## src/rtl/commit_trace_buffer.sv

```systemverilog
// Retirement-trace monitor: timestamps WB/memory events into a FIFO,
// keeps cycle/inst/drop counters and a run watchdog.
module commit_trace_buffer #(
  parameter int DATA_W   = 16,
  parameter int REG_AW   = 4,
  parameter int DEPTH    = 16,
  parameter int CNT_W    = 32,
  parameter int WATCHDOG = 100000,
  localparam int REC_W   = CNT_W + 4 + REG_AW + 3 * DATA_W
) (
  input  logic              clk,
  input  logic              rst_n,
  input  logic              trace_en,
  input  logic              reg_write,
  input  logic [REG_AW-1:0] reg_dest,
  input  logic [DATA_W-1:0] reg_data,
  input  logic              mem_read,
  input  logic              mem_write,
  input  logic [DATA_W-1:0] mem_addr,
  input  logic [DATA_W-1:0] mem_wdata,
  input  logic [DATA_W-1:0] mem_rdata,
  input  logic              halt,
  output logic              rec_valid,
  input  logic              rec_ready,
  output logic [REC_W-1:0]  rec_data,
  output logic [CNT_W-1:0]  cycle_cnt,
  output logic [CNT_W-1:0]  inst_cnt,
  output logic [CNT_W-1:0]  drop_cnt,
  output logic              overflow,
  output logic              done,
  output logic              timeout
);
  localparam int PW = $clog2(DEPTH);
  localparam logic [PW:0] P_ONE = (PW+1)'(1);
  localparam logic [CNT_W-1:0] C_ONE = CNT_W'(1);
  localparam logic [CNT_W-1:0] WD_LAST = CNT_W'(WATCHDOG - 1);

  typedef enum logic [1:0] {RUN, DRAIN, DONE, TIMEOUT} state_t;

  state_t           state, state_nx;
  logic [REC_W-1:0] mem [DEPTH];
  logic [PW:0]      wr_ptr, rd_ptr, level;
  logic             run, ev, halt_ev, expire;
  logic             empty, full, pop, push, drop;
  logic [DATA_W-1:0] mdata;
  logic [REC_W-1:0] rec;

  assign run     = (state == RUN) && trace_en;
  assign ev      = run && (reg_write | mem_read | mem_write | halt);
  assign halt_ev = ev && halt;
  assign expire  = run && !halt_ev && (WATCHDOG != 0) &&
                   (cycle_cnt == WD_LAST);

  assign level = wr_ptr - rd_ptr;
  assign empty = wr_ptr == rd_ptr;
  assign full  = (wr_ptr[PW] != rd_ptr[PW]) &&
                 (wr_ptr[PW-1:0] == rd_ptr[PW-1:0]);
  assign pop   = !empty && rec_ready;
  // A full FIFO still takes the record when the head leaves this cycle.
  assign push  = ev && (!full || pop);
  assign drop  = ev && full && !pop;

  assign mdata = mem_write ? mem_wdata : mem_rdata;
  assign rec = {cycle_cnt, halt, mem_write, mem_read, reg_write,
                reg_dest, reg_data, mem_addr, mdata};

  assign rec_valid = !empty;
  assign rec_data  = empty ? '0 : mem[rd_ptr[PW-1:0]];
  assign done      = state == DONE;
  assign timeout   = state == TIMEOUT;

  always_comb begin
    state_nx = state;
    if (trace_en) begin
      case (state)
        RUN: begin
          if (halt_ev)     state_nx = DRAIN;
          else if (expire) state_nx = TIMEOUT;
        end
        DRAIN: begin
          if (empty || (pop && level == P_ONE)) state_nx = DONE;
        end
        default: state_nx = state;
      endcase
    end
  end

  always_ff @(posedge clk) begin
    if (push) mem[wr_ptr[PW-1:0]] <= rec;
  end

  always_ff @(posedge clk) begin
    if (!rst_n) begin
      state     <= RUN;
      wr_ptr    <= '0;
      rd_ptr    <= '0;
      cycle_cnt <= '0;
      inst_cnt  <= '0;
      drop_cnt  <= '0;
      overflow  <= 1'b0;
    end else begin
      state <= state_nx;
      if (push) wr_ptr <= wr_ptr + P_ONE;
      if (pop)  rd_ptr <= rd_ptr + P_ONE;
      if (run && !expire) cycle_cnt <= cycle_cnt + C_ONE;
      if (ev && (halt | reg_write | mem_write))
        inst_cnt <= inst_cnt + C_ONE;
      if (drop) begin
        overflow <= 1'b1;
        if (~&drop_cnt) drop_cnt <= drop_cnt + C_ONE;
      end
    end
  end
endmodule
```

## config.mk

```make
export PLATFORM = sky130hd
export DESIGN_NAME = commit_trace_buffer
export DESIGN_NICKNAME = d
export VERILOG_FILES = /design/src/rtl/commit_trace_buffer.sv
export SDC_FILE = /design/constraint.sdc
export NUM_CORES = 1
export LEC_CHECK = 0
export CAP_MARGIN = 40
export CELL_PAD_IN_SITES_DETAIL_PLACEMENT = 0
export CELL_PAD_IN_SITES_GLOBAL_PLACEMENT = 1
export CORE_ASPECT_RATIO = 1.25
export CORE_MARGIN = 5
export CORE_UTILIZATION = 50
export DETAILED_ROUTE_END_ITERATION = 10
export GPL_TIMING_DRIVEN = 0
export PLACE_DENSITY_LB_ADDON = 0.2
export SETUP_SLACK_MARGIN = 0.3
export SLEW_MARGIN = 20
export SYNTH_ARGS = -nofsm -noshare
export SYNTH_HDL_FRONTEND = slang
export SYNTH_SLANG_ARGS = --single-unit
```

## constraint.sdc

```tcl
create_clock -name clk -period 21.1 [get_ports clk]
set_input_delay 2.11 -clock clk [delete_from_list [all_inputs] [get_ports clk]]
set_output_delay 2.11 -clock clk [all_outputs]
set_load 0.02 [all_outputs]
```

* Yosys cells after proc, flatten, opt, wreduce, memory -nomap -nowiden
Memory sizes are Yosys's and may differ from the RTL's. A register that Yosys moved wholly into a read port is not among the register bits. Cells that the tools add are included.
Storage, ports and cells: memories kept 1, bits in writable memories 1408, logic and storage cells 65, register bits after elaboration 109
Memories:
- mem | depth 16, bits a word 88, rd ports 1, clocked after memory_dff 1, write ports 1, RTL line 41 | logic [REC_W-1:0] mem [DEPTH];
Cells by class: bitwise operators 6, add/subtract/negate cells 6, reduce and logical (&&, ||, !) cells 25, eq/ne operators 10, multiplexer cells 10
Operators with widths (count):
- 32-bit by 1-bit adder with 32-bit output, second input constant | 3
- 88-bit two-way mux | 1
- 32-bit by 17-bit equality test with 1-bit output, second input constant | 1
- 32-bit AND reduction | 1
- 16-bit two-way mux | 1
- 1-bit logical AND | 13
- 5-bit by 1-bit adder with 5-bit output, second input constant | 2
- 4-bit two-way mux | 2
- 2-bit two-way mux | 3
- 5-bit by 1-bit equality test with 1-bit output, second input constant | 1
- 5-bit equality test | 1
- 1-bit logical NOT | 5
- 1-bit OR | 5
- 5-bit subtractor | 1
- 2-bit equality test, second input constant | 2
- 4-bit equality test | 1
- 2-bit one-hot mux with 2 select lines | 1
- 4-bit AND reduction | 1
- 3-bit != test, second input constant | 1
- 2-bit by 1-bit equality test with 1-bit output, second input constant | 1
- 2-bit logical NOT | 1
- 1-bit logical OR | 2
- 1-bit two-way mux | 2
- 2-bit != test, second input constant | 1
- 4 further kinds | 4

* Depth between registers and ports, before layout
Gate-level depths: netlist of run 1.
depth in word-level cells 11, depth in mapped cells 10

* Least setup slack after synthesis of run 1
No wires, ideal clock.
kind input port to flip-flop, from in mem_write, to mem mem[3][0] (netlist bit) (enable), data arrival time 9.253 ns, slack 11.205 ns, cell stages on the path 6, cell sequence clkbuf_1 -> or3_1 -> o21ai_1 -> nor2_1 -> nand2_1 -> nor3_1
Between the ends: cells in the longest elaborated chain, start to end 6
RTL lines:
- from (decl) | RTL line 18 | input logic mem_write,
- 1-bit OR (2 in series) | RTL line 49 | assign ev = run && (reg_write | mem_read | mem_write | halt);
- 1-bit logical AND | RTL line 49
- 1-bit logical AND | RTL line 60 | assign push = ev && (!full || pop);
- 1-bit two-way mux | RTL line 89 | if (push) mem[wr_ptr[PW-1:0]] <= rec;
- 1-bit two-way mux (not written as such) | RTL line 89
- to (decl) | RTL line 41
Every way passes these cells.

==> results by group, run 1 <==
Run status
  • Outcome: completed

Pwr
  • PwrDens: 102 nW/um^2
  • Peak supply drop: 0.0613 mV
  • Cell leakage power: 22.4 nW
  • Total power: 7.29 mW

Setup path
  • Top Family by Delay on Critical Path: buffers and inverters
  • CP Data Required Time: 18.99 ns
  • Library cell contributing the largest single delay on the critical path: sky130_fd_sc_hd__mux4_2
  • Worst setup path category: register to primary output
  • Critical Path, Cell by Cell: buf_2, buf_2, buf_2, mux4_2, mux4_2, and2_1, clkdlybuf4s50_1
  • Worst setup EP type: primary output
  • Worst Setup Start Kind: register
  • Max FO, Critical Path: 10
  • Peak per-stage delay on the critical path: 0.58 ns
  • Cell seen most often among critical-path stages: sky130_fd_sc_hd__buf_2
  • R2R Setup Slk: 16.78 ns
  • CP Buf/Inv Count: 4
  • Arrival time of data at the critical path endpoint: 4.44 ns

STA
  • Worst Hold Margin: 0.488 ns
  • Post-route worst setup slack: 14.55 ns
  • Max transition margin: 39.2%
  • Worst clock skew: 0.0238 ns
  • Unrepaired setup endpoints after global routing: false
  • Achievable Freq: 153 MHz
  • Least-Margin Pin Slew: 0.911 ns
  • Final period util: 31.1%
  • Final min period: 6.55 ns
  • Final number of setup-violating endpoints: 0
  • Fin Setup TNS: 0 ns
  • Pins Over Slew Limit: 0
  • Count of endpoints failing hold in the final timing report: 0

Layout
  • Final #Nets: 3423
  • Area added between synthesis and finish: 20.7%
  • Utilization after layout: 60.6%
  • Share of final-layout standard cells stronger than drive strength 1: 26.2%
  • Fill cells: 8460
  • Multi-input gate area in the final layout: 14100 um^2
  • Register cell area after layout: 44500 um^2

Placement
  • Dpl ws: 13.74 ns
  • Detail Placement HPWL: 101 mm
  • Buffers added on ports: 262
  • Routability-driven placement congestion ratio: 0.812

Global route
  • Largest net degree at the start of global routing: 24
  • Gr usage total: 24.1%
  • Number of antenna violations at the first check in global routing: 8
  • Vias in the first global route: 31.6k
  • Global-route wire length before repair: 219 mm
  • Total overflow reported by the global router: 0

Logic synthesis
  • Proportion of netlist area held by the largest area contributor: 71.5%
  • Syn nets: 2825
  • Seq/Total Area, Yosys: 75.3%
  • Number of instances in the synthesized netlist: 2736
  • Most instantiated flip-flop cell in the synthesis netlist: sky130_fd_sc_hd__edfxtp_1
  • Synthesized flop and latch total: 1521
  • Synthesized area per cell: 21.6 um^2
  • Cell area after synthesis: 59100 um^2
  • Count of flip-flops with a built-in enable after synthesis: 1408
  • Top area cells in the synthesized netlist: sky130_fd_sc_hd__edfxtp_1 (72%), sky130_fd_sc_hd__mux4_2 (17%), sky130_fd_sc_hd__dfxtp_1 (3.8%), sky130_fd_sc_hd__and2_1 (1.8%), sky130_fd_sc_hd__xnor2_1 (0.74%)
  • Dominant cell type by area after synthesis: sky130_fd_sc_hd__edfxtp_1
  • Warnings from Yosys: 0
  • Proportion of register bits with asynchronous set or reset after synthesis: 0%
  • Number of different library cells in the post-synthesis netlist: 46

Clocking
  • Maximum clock path buffer count: 3
  • Clock input transition at the sequential cells of the worst setup and hold paths: 0.06 ns
  • Setup fix buffers added after clock tree synthesis: 0
  • Root Driver: sky130_fd_sc_hd__clkbuf_16
  • Hold Buf Count CTS: 0
  • TritonCTS Buffers: 146
  • TritonCTS clock tree: built
  • Depth of the CTS H-tree: 4
  • Number of gates resized after CTS: 0
  • CTS Sinks: 1521
  • Worst-Skew Late Latency: 0.77 ns

Route
  • Vias/cell: 5.96
  • Final ANT Viol Nets: 0
  • Routed len/inst: 30.0 um
  • Vias: 29.9k
  • Drt first pass iters: 5
  • Total Wirelength: 151 mm
  • DRT iter0 DRCs: 3322
  • DRC violations left: 0

Flow run
  • Max-capacitance violation count: 0

Floorplanning
  • Die outline area: 125000 um^2
  • IO Pins: 264
  • Die extent in y: 394 um
  • Horiz. Die Dim: 318 um
  • Core outline area: 118000 um^2
  • Initial standard-cell utilization of the core: 50.2%
  • Floorplan row count: 141

Hold path
  • Hold Path Class: register to register
report_power, final:
part / switching [mW] / total (mW) / internal [mW]
clock network: 1.10 / 2.56 / 1.46
logic: 0.721 / 1.38 / 0.658
registers: 0.0172 / 3.35 / 3.34
total: 1.84 / 7.29 / 5.45
metrics by stage:
step | cell area, um^2 | cells
floorplan | 59100 | 2736
finish | 71400 | 5023
detailed placement | 66400 | 4733
global route | 71400 | 5021
global placement | 63700 | 4571
CTS | 71000 | 4995
worst paths after layout:
kind,start,to,depth (start not counted)
hold / removal,overflow,overflow,1
setup reg to reg,state[0],mem[3][38],11
setup / recovery,register,rec_data[67],7
hold reg to reg,overflow,overflow,1
synth_stat cells, types with 15 or more instances:
cell,n
sky130_fd_sc_hd__edfxtp_1,1408
sky130_fd_sc_hd__mux4_2,440
sky130_fd_sc_hd__and2_1,166
sky130_fd_sc_hd__dfxtp_1,113
sky130_fd_sc_hd__clkbuf_1,88
sky130_fd_sc_hd__nand2_1,65
sky130_fd_sc_hd__xnor2_1,50
sky130_fd_sc_hd__nor2_1,38
sky130_fd_sc_hd__nand3_1,37
sky130_fd_sc_hd__nand4_1,29
sky130_fd_sc_hd__buf_2,28
sky130_fd_sc_hd__xor2_1,28
sky130_fd_sc_hd__nor3_1,27
sky130_fd_sc_hd__o21ai_0,22
sky130_fd_sc_hd__or3_1,21
sky130_fd_sc_hd__a21boi_0,16
sky130_fd_sc_hd__mux2_2,16
sky130_fd_sc_hd__inv_1,15
metal layers:
layer	track usage (%)	part of all wire (%)
met5	0	0.024
met4	6.00	2.4
met2	42.2	52
met1	31.6	38
met3	4.54	7.3
final cells by class:
class                   instances  area share (%)
inverters                      16          0.0859
plain buffers                 128           0.735
well taps                    1573            2.76
flip-flops and latches       1521            62.4
clock buffers                 178            5.38
multi-input cells            1071            19.8
diodes                          2         0.00701
repair buffers                450            7.73
clock inverters                84            1.11
registers in the layout, indices dropped and copies added, names as in the netlist, named ones only:
signal,cells
rd_ptr,5
mem,1408
wr_ptr,5
cycle_cnt,32
overflow,1
state,2
inst_cnt,32
drop_cnt,32
placed cells by master, fill, tap and decap left out, drive strengths merged, types with 12 or more instances in the layout:
cell type	count
mux2i	12
and2	167
nand2	65
nor2	38
mux4	440
bufinv	13
clkdlybuf4s50	262
nor3	27
buf	228
a21boi	17
o21ai	23
xnor2	50
clkinv	60
nand2b	12
nand3	37
dfxtp	113
edfxtp	1408
mux2	16
clkbuf	266
or3	21
ha	12
xor2	28
inv	25
nand4	29
kinds of logic (layout without fill, tap and decap cells):
| family | Yosys count | in the layout | synth area share [%] |
|---|---|---|---|
| AO/OA/AOI/OAI | 51 | 51 | 0.531 |
| XOR/XNOR | 78 | 78 | 1.16 |
| adder cells (fa/ha/maj) | 13 | 13 | 0.288 |
| buffers and inverters | 144 | 856 | 0.973 |
| flip-flops | 1521 | 1521 | 75.3 |
| multiplexers | 468 | 468 | 17.3 |
| other | 0 | 2 | 0 |
| AND/OR/NAND/NOR | 461 | 461 | 4.46 |
Power figures use the tool's default switching activity.
==> run 2: changes to the inputs <==
--- a/config.mk
+++ b/config.mk
@@ -10,7 +10,7 @@
 export CELL_PAD_IN_SITES_GLOBAL_PLACEMENT = 1
 export CORE_ASPECT_RATIO = 1.25
 export CORE_MARGIN = 5
-export CORE_UTILIZATION = 50
+export CORE_UTILIZATION = 48
 export DETAILED_ROUTE_END_ITERATION = 10
 export GPL_TIMING_DRIVEN = 0
 export PLACE_DENSITY_LB_ADDON = 0.2
==> constraint.sdc (replaced) <==
create_clock -name clk -period 5.98 [get_ports clk]
set_input_delay 0.598 -clock clk [delete_from_list [all_inputs] [get_ports clk]]
set_output_delay 0.598 -clock clk [all_outputs]
set_load 0.02 [all_outputs]
==> results by group, run 2 (same netlist as run 1, synthesis figures left out) <==
Run status
  • Outcome: completed

Layout
  • Area added between synthesis and finish: 21.1%
  • Share of final-layout standard cells stronger than drive strength 1: 25.6%
  • Flip-flop count of the largest register, all copies and words added: 1408
  • Fill cells: 8893
  • Leading cell type in the layout, fill and taps excluded: sky130_fd_sc_hd__edfxtp_1
  • Commonest cells after routing, fill and taps aside: sky130_fd_sc_hd__edfxtp_1 (1408), sky130_fd_sc_hd__mux4_2 (440), sky130_fd_sc_hd__clkdlybuf4s50_1 (262)
  • Final #Nets: 3409

STA
  • Worst Hold Margin: 0.284 ns
  • Final number of setup-violating endpoints: 0
  • Unrepaired setup endpoints after global routing: false
  • Least-Margin Pin Slew: 0.893 ns
  • Count of endpoints failing hold in the final timing report: 0
  • Achievable Freq: 191 MHz
  • Final min period: 5.24 ns
  • Worst clock skew: 0.0245 ns
  • Fin Setup TNS: 0 ns
  • Final period util: 87.6%
  • Max transition margin: 40.4%
  • Pins Over Slew Limit: 0

Placement
  • Routability-driven placement congestion ratio: 0.804
  • Buffers added on ports: 262
  • Detail Placement HPWL: 103 mm

Route
  • Final ANT Viol Nets: 0
  • Vias/cell: 5.92
  • DRC violations left: 0
  • Routed len/inst: 29.9 um
  • Vias: 29.9k
  • Total Wirelength: 151 mm
  • DRT iter0 DRCs: 2983
  • Drt first pass iters: 5

Clocking
  • Worst-Skew Late Latency: 0.75 ns
  • TritonCTS clock tree: built
  • Maximum clock path buffer count: 3
  • TritonCTS Buffers: 147
  • Setup fix buffers added after clock tree synthesis: 0
  • Number of gates resized after CTS: 0
  • Depth of the CTS H-tree: 4
  • Hold Buf Count CTS: 0
  • Root Driver: sky130_fd_sc_hd__clkbuf_16
  • CTS Sinks: 1521
  • Clock input transition at the sequential cells of the worst setup and hold paths: 0.06 ns

Hold path
  • Hold Path Class: input port to register

Pwr
  • Logic gate share of total power: 19.1%
  • Cell leakage power: 22.4 nW
  • Net switching power of the design: 6.45 mW
  • Internal power: 19.3 mW
  • Peak supply drop: 0.231 mV
  • Switching share of power: 25.1%
  • Clock network fraction of total power: 34.9%
  • PwrDens: 359 nW/um^2
  • Portion of total power attributed to sequential cells: 46.0%

Floorplanning
  • Die extent in y: 402 um
  • Initial standard-cell utilization of the core: 48.1%
  • Die outline area: 130000 um^2
  • Floorplan row count: 144
  • IO Pins: 264
  • Core outline area: 123000 um^2
  • Horiz. Die Dim: 324 um

Global route
  • Total overflow reported by the global router: 0
  • Vias in the first global route: 31.2k
  • Largest net degree at the start of global routing: 24
  • Gr usage total: 23.4%
  • Number of antenna violations at the first check in global routing: 9
  • Global-route wire length before repair: 219 mm

Setup path
  • Worst Setup Start Kind: register
  • Peak per-stage delay on the critical path: 0.66 ns
  • Arrival time of data at the critical path endpoint: 4.64 ns
  • Worst setup path category: register to primary output
  • CP Data Required Time: 5.38 ns
  • Worst setup EP type: primary output
  • Max FO, Critical Path: 10
  • Library cell contributing the largest single delay on the critical path: sky130_fd_sc_hd__clkbuf_1
  • Critical Path, Cell by Cell: clkbuf_2, clkbuf_1, buf_6, clkbuf_1, mux4_2, mux4_2, and2_1, clkdlybuf4s50_1

Flow run
  • Max-capacitance violation count: 0
[run 2: stage by stage]
step | setup slack (ns) | instance area (um^2) | std cells | util [%] | power [mW]
3_3_place_gp | -7.35 | 63800 | 4604 | 51.9 | 16.8
6_report | 0.743 | 71600 | 5040 | 58.3 | 25.7
2_1_floorplan | -0.0706 | 59200 | 2736 | - | 14.9
3_5_place_dp | 0.471 | 66700 | 4753 | 54.3 | 17.0
5_1_grt | 0.647 | 71600 | 5034 | 58.2 | 26.7
4_1_cts | 0.728 | 71200 | 5009 | 58.0 | 26.0
[run 2: path summary, 6_finish.rpt]
| path | from | slack, ns | cells after the start | endpoint |
|---|---|---|---|---|
| max | register | 0.74 | 8 | rec_data[53] |
| min reg2reg | overflow | 0.48 | 1 | overflow |
| max reg2reg | state[0] | 1.99 | 10 | mem[15][41] |
| min | rst_n | 0.28 | 3 | state[1] |
[run 2: metal layers]
layer,up-vias,wire [um],track usage (%)
met2,1182,77400,39.7
li1,12500,-,-
met5,-,28,0
met3,185,11300,5.27
met1,15900,58400,30.8
met4,4,3760,6.28
[run 2: critical path: cells and delay by family (launching register included)]
family	cells	cell delay, ns
buffers and inverters	5	2.41
multiplexers	2	0.86
flip-flops	1	0.31
AND/OR/NAND/NOR	1	0.28
[run 2: power groups by stage]
stage	Sequential, mW	Combinational, mW	Clock (mW)
global route	11.8	5.23	9.58
detailed placement	12.1	4.99	0
finish	11.8	4.91	8.97
CTS	11.8	5.01	9.14
global placement	12.1	4.73	0
floorplan	12.1	2.89	0
[run 2: final cells by class]
| type | count | area, um^2 | share of cell area [%] |
|---|---|---|---|
| Antenna cell | 7 | 17.5 | 0.0245 |
| Buffer | 128 | 531 | 0.741 |
| Clock buffer | 182 | 3890 | 5.43 |
| Clock inverter | 74 | 679 | 0.949 |
| Inverter | 16 | 60.1 | 0.0839 |
| Multi-Input combinational cell | 1071 | 14100 | 19.8 |
| Sequential cell | 1521 | 44500 | 62.2 |
| Tap cell | 1606 | 2010 | 2.81 |
| Timing Repair Buffer | 435 | 5710 | 7.98 |
